### src/rtl/rom_port_arbiter.sv
// Two-port arbiter in front of a single synchronous ROM.
// Port 0 (display) always wins; port 1 runs preemptible bursts.
module rom_port_arbiter #(
    parameter int ADDR_WIDTH   = 17,
    parameter int DATA_WIDTH   = 12,
    parameter int LEN_WIDTH    = 8,
    parameter int STARVE_LIMIT = 1024
) (
    input  logic                  clk,
    input  logic                  rst,
    input  logic                  p0_req,
    input  logic [ADDR_WIDTH-1:0] p0_addr,
    output logic                  p0_rvalid,
    output logic [DATA_WIDTH-1:0] p0_rdata,
    input  logic                  p1_start,
    input  logic [ADDR_WIDTH-1:0] p1_base,
    input  logic [LEN_WIDTH-1:0]  p1_len,
    output logic                  p1_busy,
    output logic                  p1_rvalid,
    output logic                  p1_done,
    output logic [DATA_WIDTH-1:0] p1_rdata,
    output logic                  p1_starved,
    output logic                  rom_en,
    output logic [ADDR_WIDTH-1:0] rom_addr,
    input  logic [DATA_WIDTH-1:0] rom_dout
);

    localparam int CW = $clog2(STARVE_LIMIT + 1);
    localparam logic [CW-1:0] LIMIT = CW'(STARVE_LIMIT);

    typedef enum logic [1:0] {
        IDLE  = 2'd0,
        BURST = 2'd1,
        LAST  = 2'd2
    } state_t;

    typedef enum logic [1:0] {
        TAG_NONE = 2'd0,
        TAG_P0   = 2'd1,
        TAG_P1   = 2'd2
    } tag_t;

    state_t                state_q, state_d;
    tag_t                  tag_q, tag_d;
    logic [ADDR_WIDTH-1:0] addr_q, addr_d;
    logic [LEN_WIDTH-1:0]  rem_q, rem_d;
    logic [CW-1:0]         starve_q, starve_d;
    logic                  starved_q, starved_d;
    logic                  zdone_q, zdone_d;
    logic                  p1_issue;

    assign p1_issue = (state_q == BURST) && !p0_req;

    // Next-state: burst sequencing, starvation tracking, return tagging.
    always_comb begin
        state_d   = state_q;
        addr_d    = addr_q;
        rem_d     = rem_q;
        starve_d  = starve_q;
        starved_d = starved_q;
        zdone_d   = 1'b0;
        tag_d     = TAG_NONE;
        if (p0_req) begin
            tag_d = TAG_P0;
        end else if (p1_issue) begin
            tag_d = TAG_P1;
        end
        unique case (state_q)
            IDLE: begin
                if (p1_start) begin
                    starved_d = 1'b0;
                    if (p1_len != '0) begin
                        addr_d  = p1_base;
                        rem_d   = p1_len;
                        state_d = BURST;
                    end else begin
                        zdone_d = 1'b1;
                    end
                end
            end
            BURST: begin
                if (p1_issue) begin
                    addr_d   = addr_q + ADDR_WIDTH'(1);
                    rem_d    = rem_q - LEN_WIDTH'(1);
                    starve_d = '0;
                    if (rem_q == LEN_WIDTH'(1)) begin
                        state_d = LAST;
                    end
                end else begin
                    if (starve_q != LIMIT) begin
                        starve_d = starve_q + CW'(1);
                    end
                    if (starve_d == LIMIT) begin
                        starved_d = 1'b1;
                    end
                end
            end
            LAST: begin
                state_d = IDLE;
            end
            default: begin
                state_d = IDLE;
            end
        endcase
    end

    // State registers with synchronous reset.
    always_ff @(posedge clk) begin
        if (rst) begin
            state_q   <= IDLE;
            tag_q     <= TAG_NONE;
            addr_q    <= '0;
            rem_q     <= '0;
            starve_q  <= '0;
            starved_q <= 1'b0;
            zdone_q   <= 1'b0;
        end else begin
            state_q   <= state_d;
            tag_q     <= tag_d;
            addr_q    <= addr_d;
            rem_q     <= rem_d;
            starve_q  <= starve_d;
            starved_q <= starved_d;
            zdone_q   <= zdone_d;
        end
    end

    // ROM request mux; port 0 bypasses the FSM entirely.
    always_comb begin
        rom_en   = 1'b0;
        rom_addr = '0;
        if (!rst) begin
            if (p0_req) begin
                rom_en   = 1'b1;
                rom_addr = p0_addr;
            end else if (p1_issue) begin
                rom_en   = 1'b1;
                rom_addr = addr_q;
            end
        end
    end

    assign p0_rvalid  = !rst && (tag_q == TAG_P0);
    assign p1_rvalid  = !rst && (tag_q == TAG_P1);
    assign p1_busy    = !rst && (state_q != IDLE);
    assign p1_done    = !rst && ((state_q == LAST) || zdone_q);
    assign p1_starved = !rst && starved_q;
    assign p0_rdata   = rom_dout;
    assign p1_rdata   = rom_dout;

endmodule

### config.mk
export PLATFORM = sky130hd
export DESIGN_NAME = rom_port_arbiter
export DESIGN_NICKNAME = d
export VERILOG_FILES = /design/src/rtl/rom_port_arbiter.sv
export SDC_FILE = /design/constraint.sdc
export NUM_CORES = 1
export LEC_CHECK = 0
export CORE_UTILIZATION = 46
export DETAILED_ROUTE_END_ITERATION = 16
export GPL_ROUTABILITY_DRIVEN = 0
export PLACE_DENSITY = 0.84
export SLEW_MARGIN = 20
export SYNTH_ARGS = -nofsm -noshare
export SYNTH_HDL_FRONTEND = slang
export SYNTH_SLANG_ARGS = --single-unit
### constraint.sdc
create_clock -name clk -period 2.1 [get_ports clk]
set_input_delay 0.42 -clock clk [delete_from_list [all_inputs] [get_ports clk]]
set_output_delay 0.42 -clock clk [all_outputs]
set_load 0.01 [all_outputs]
## Yosys cells after proc, flatten, opt, wreduce, memory -nomap -nowiden

Cells that the tools add are included.

| cells by class | value |
|---|---|
| add/sub/neg operators | 3 |
| equal/unequal tests | 13 |
| muxes and demuxes | 30 |
| bitwise operators | 2 |
| reduce and logical (&&, ||, !) cells | 18 |

Operator list:

| operator | count |
|---|---|
| $mux 17 | 6 |
| $mux 11 | 4 |
| $pmux 17 s2 | 1 |
| $mux 8 | 3 |
| $add 17x1->17 const B | 1 |
| $pmux 8 s2 | 1 |
| $reduce_and 4->1 | 3 |
| $add 11x1->11 const B | 1 |
| $eq 11x11->1 const B | 1 |
| $ne 11x11->1 const B | 1 |
| $mux 2 | 5 |
| $eq 8x1->1 const B | 1 |
| $mux 1 | 8 |
| $ne 2x2->1 const B | 4 |
| $reduce_bool 8->1 | 1 |
| $sub 8x1->8 const B | 1 |
| $logic_and 1x1->1 | 6 |
| $eq 2x1->1 const B | 2 |
| $eq 2x2->1 const B | 2 |
| $ne 2x1->1 const B | 2 |
| $pmux 2 s2 | 1 |
| $reduce_bool 2->1 | 2 |
| $reduce_or 3->1 | 1 |
| $logic_not 1->1 | 2 |
| 5 further kinds | 6 |

| word-level totals | value |
|---|---|
| flip-flop bits (word level) | 42 |
| bits of input ports | 58 |
| output and inout bits | 47 |
| word-level logic and storage cells | 74 |

## Depth between registers and ports, before layout

| logic depth | value |
|---|---|
| depth after elaboration | 8 |
| mapped depth | 9 |
| gate-level depth less buffers | 6 |

## Worst setup path after synthesis

Ideal clock, no wire load.

| path | value |
|---|---|
| path kind | register to output |
| start | register state_q[1] |
| end | output rom_addr[10] |
| arrival | 1.503 ns |
| required time | 1.680 ns |
| setup slack | 0.177 ns |
| cell stages (with the launch flop) | 7 |
| path buffers | 3 |
| cells stage by stage | dfxtp_1 clkbuf_1 nand2b_1 clkbuf_1 nor3_2 buf_2 a22o_1 |

| on the way | value |
|---|---|
| word-level cells in the longest chain between the ends | 5 |

RTL lines:

| item | line | RTL |
|---|---|---|
| from (decl) | 43 | `state_t state_q, state_d;` |
| from (signal assigned) | 118 | `state_q <= state_d;` |
| $eq 2x1->1 | 52 | `assign p1_issue = (state_q == BURST) && !p0_req;` |
| $logic_and 1x1->1 | 52 |  |
| $mux 17 | 136 | `end else if (p1_issue) begin` |
| $mux 17 | 133 | `if (p0_req) begin` |
| $mux 17 | 132 | `if (!rst) begin` |
| to (decl) | 24 | `output logic [ADDR_WIDTH-1:0] rom_addr,` |

No other way between the ends.

## Worst setup path in the final report

| path | value |
|---|---|
| start | input rst |
| end | output p1_starved |

| on the way | value |
|---|---|
| word-level cells in the longest chain between the ends | 2 |

RTL lines:

| item | line | RTL |
|---|---|---|
| from (decl) | 10 | `input logic rst,` |
| $logic_not 1->1 | 147 | `assign p1_starved = !rst && starved_q;` |
| $logic_and 1x1->1 | 147 |  |
| to (decl) | 22 | `output logic p1_starved,` |

No other way between the ends.

==> results.cfg <==
[clocking]
cts_root_buf = clkbuf_8
cts_buffers = 5
hold_buffers = 0
htree_levels = 2
cts_tree = built
cts_buffer_depth = 2
clkTransAtPathRegs_ns = 0.09
clock-sinks = 42
worstSkewPairLatency_ns = 0.30

[flow_run]
maxCapViolCount = 0

[floorplan]
ios = 105
core_mm2 = 0.00635
rows = 29
die-area_mm2 = 0.00692
initial_core_util_pct = 47.7
die-width_um = 83.2
die_y_um = 83.2

[logic_synthesis]
synth_adder_area_share_pct = 2.06
synth_cell_type_count = 61
synthMuxAreaShare_pct = 0.702
syn_inst = 403
synth_compound_gate_area_share_pct = 27.2
ys_seq_area_share_pct = 27.7
synth-simple-area-share_pct = 27.2
yosys_warnings = 0
synth_top_family_by_area = compound AO/OA/AOI/OAI gates
synth_edf_count = 0
syn_nets = 466
synthXorXnorAreaFrac_pct = 1.44
synth_seq_cells = 42
synth_area_mm2 = 0.00303
postSynth.asyncResetShare_pct = 0
avgSynthCellArea_um2 = 7.52
synthFlopType = dfxtp_1

[placement]
numPortBuffers = 68
pre_cts_ws_ns = -0.426
dpl.cell_count = 520
placedInstanceArea_mm2 = 0.00365
hpwl_um = 5960

[final_layout]
final_util_pct = 59.9
final_area_mm2 = 0.00381
final_cells = 531
diodes = 0
n_fill_cell = 551
nets = 516
drive_above_1_share_pct = 13.4
syn_to_final_growth_pct = 25.5

[timing]
finalHoldViolCount = 0
tightest_slew_ns = 0.560
slew_viol_final = 0
skew_ns = 0.00577
period_share_pct = 97.8
setup_tns_ns = 0
fmax_mhz = 487
setup_slack_ns = 0.0467
fin_crit_ns = 2.05
setup_viol = 0
slew_headroom_pct = 62.7
rsz0062_at_grt = no

[hold_path]
hold_start = rem_q[1]
min_path_type = flop to flop

[critical_path]
crit_chain = clkdlybuf4s15_2, buf_8, and2b_2, clkdlybuf4s50_1
crit_buf_inv = 3
cp_max_fo = 23
worst_setup_path_start_kind = input pin
required_ns = 1.68
r2r_cells = 6
r2r-end = starved_q
reg2reg_slack_ns = 0.16
crit_start = rst
path_depth = 4
crit_type = input pin to output pin
rr_startpoint = starve_q[0]
max_stage_delay_ns = 0.47
crit_path_end = p1_starved
crit_path_end_kind = output pin
critPathSlowestCell = clkdlybuf4s50_1
critPathTopFamily = buffers and inverters
critPathArrivalTime_ns = 1.63

[global_routing]
grt_pass1_vias = 3025
grt_pass1_wl_um = 14100
grt_overflow = 0
grt_max_degree = 58
track_usage_pct = 24.7
antenna_found_initial = 0

[detailed_routing]
wire_per_inst_um = 16.3
firstDrtPassIters = 5
vias = 3243
drtIter0Drc = 284
detail-route-antenna-nets = 0
wl_um = 8660
drc = 0
vias_per_cell = 6.11

[pwr]
p_leak_nw = 1.54
switching_share_pct = 31.9
ir_drop_v = 0.000344
intPower_mw = 1.33
clkPwrFrac_pct = 27.7
power_switching_mw = 0.622
combPwrFrac_pct = 26.3
p_seq_share_pct = 46.0
power-per-cell-area_mw_per_mm2 = 512

[outcome]
status = finished, final reports clean
cell type report:
cell class	count	area, um2	share of cell area, %
well taps	77	96.3	2.53
flip-flops and latches	42	842	22.1
clock inverters	3	21.3	0.559
multi-input cells	299	1800	47.3
clock buffers	5	68.8	1.81
inverters	8	30.0	0.789
repair buffers	97	948	24.9
tightest hold or removal path: cells and delay by family, from the launching register on:
family           cells  cell delay [ns]
AND/OR/NAND/NOR      1             0.06
AO/OA/AOI/OAI        1             0.05
flip-flops           1             0.33
stage by stage:
step                hold WS (ns)  power, mW
finish                     0.485       1.95
global route               0.507       2.06
detailed placement         0.469       1.41
floorplan                  0.440       1.23
CTS                        0.482       1.95
global placement           0.449       1.40
how the worst min path moves through the flow:
stage	to	slack, ns	depth (start not counted)
after floorplan	rem_q[1]	0.44	2
after global placement	rem_q[1]	0.45	2
after detailed placement	rem_q[1]	0.47	2
after CTS	rem_q[1]	0.48	2
after global routing	rem_q[6]	0.51	2
final	rem_q[1]	0.48	2
power by group through the flow:
stage | Clock, mW | Sequential [mW] | Combinational [mW]
5_1_grt | 0.595 | 0.903 | 0.559
6_report | 0.540 | 0.898 | 0.513
2_1_floorplan | 0 | 0.896 | 0.338
4_1_cts | 0.551 | 0.894 | 0.508
3_3_place_gp | 0 | 0.911 | 0.486
3_5_place_dp | 0 | 0.912 | 0.499
cell usage after synthesis, drive strengths merged, types with 6 or more instances:
library cell | count | share of area (%)
nand2 | 46 | 5.7
clkbuf | 20 | 4.8
dfxtp | 42 | 28
nor2 | 28 | 3.5
a21oi | 48 | 7.9
buf | 34 | 8.0
nor4 | 8 | 1.7
nor3 | 13 | 2.3
o21ai | 23 | 3.8
nand2b | 9 | 1.9
and3 | 11 | 2.3
a21o | 6 | 1.5
a22o | 19 | 5.5
inv | 8 | 0.99
nand4 | 9 | 1.9
nand3 | 15 | 2.6
layout by cell type, fill, tap and decap left out, drive strengths merged, types with 4 or more instances in the layout:
cell           count
a21o               6
nand4              9
buf               29
nor2              28
and2               4
o31ai              4
and4               4
and3              11
ha                 5
inv                8
nand2b             9
dfxtp             42
clkbuf             8
nor4               8
nand3             15
clkdlybuf4s50     46
o32ai              5
nor3              13
o21ai             23
a21oi             48
nand2             46
a22o              19
dlygate4sd2       12
clkdlybuf4s15      4
a31oi              4
what timing repair did:
item | CTS | global route
buffers inserted | 1 | 0
pin swaps | 1 | 1
setup endpoints to repair | 23 | 20
endpoints found under the hold margin | 0 | 0
gates cloned | 2 | 0
gates resized for setup | 34 | 11
sequential cells by signal, indices dropped and copies added, names as in the netlist:
name / flops
starve_q: 11
addr_q: 17
state_q: 2
starved_q: 1
zdone_q: 1
rem_q: 8
tag_q: 2
cells by family (layout without fill, tap and decap cells):
kind of cell,Yosys count,count (layout)
xor gates and xnor gates,5,5
buffers and inverters,62,113
muxes,2,2
and+or+nand+nor,160,160
AOI/OAI and AO/OA,127,127
adders and majority gates,5,5
DFF,42,42
metal layers:
metal,GRT usage (%),vias to the layer above,part of all wire (%)
met5,0,-,0
met4,10.0,0,2.2
met3,4.67,28,7.3
met2,41.7,151,48
met1,31.0,1525,42
li1,-,1539,-
Note: power is estimated with default switching activity, not from simulation.
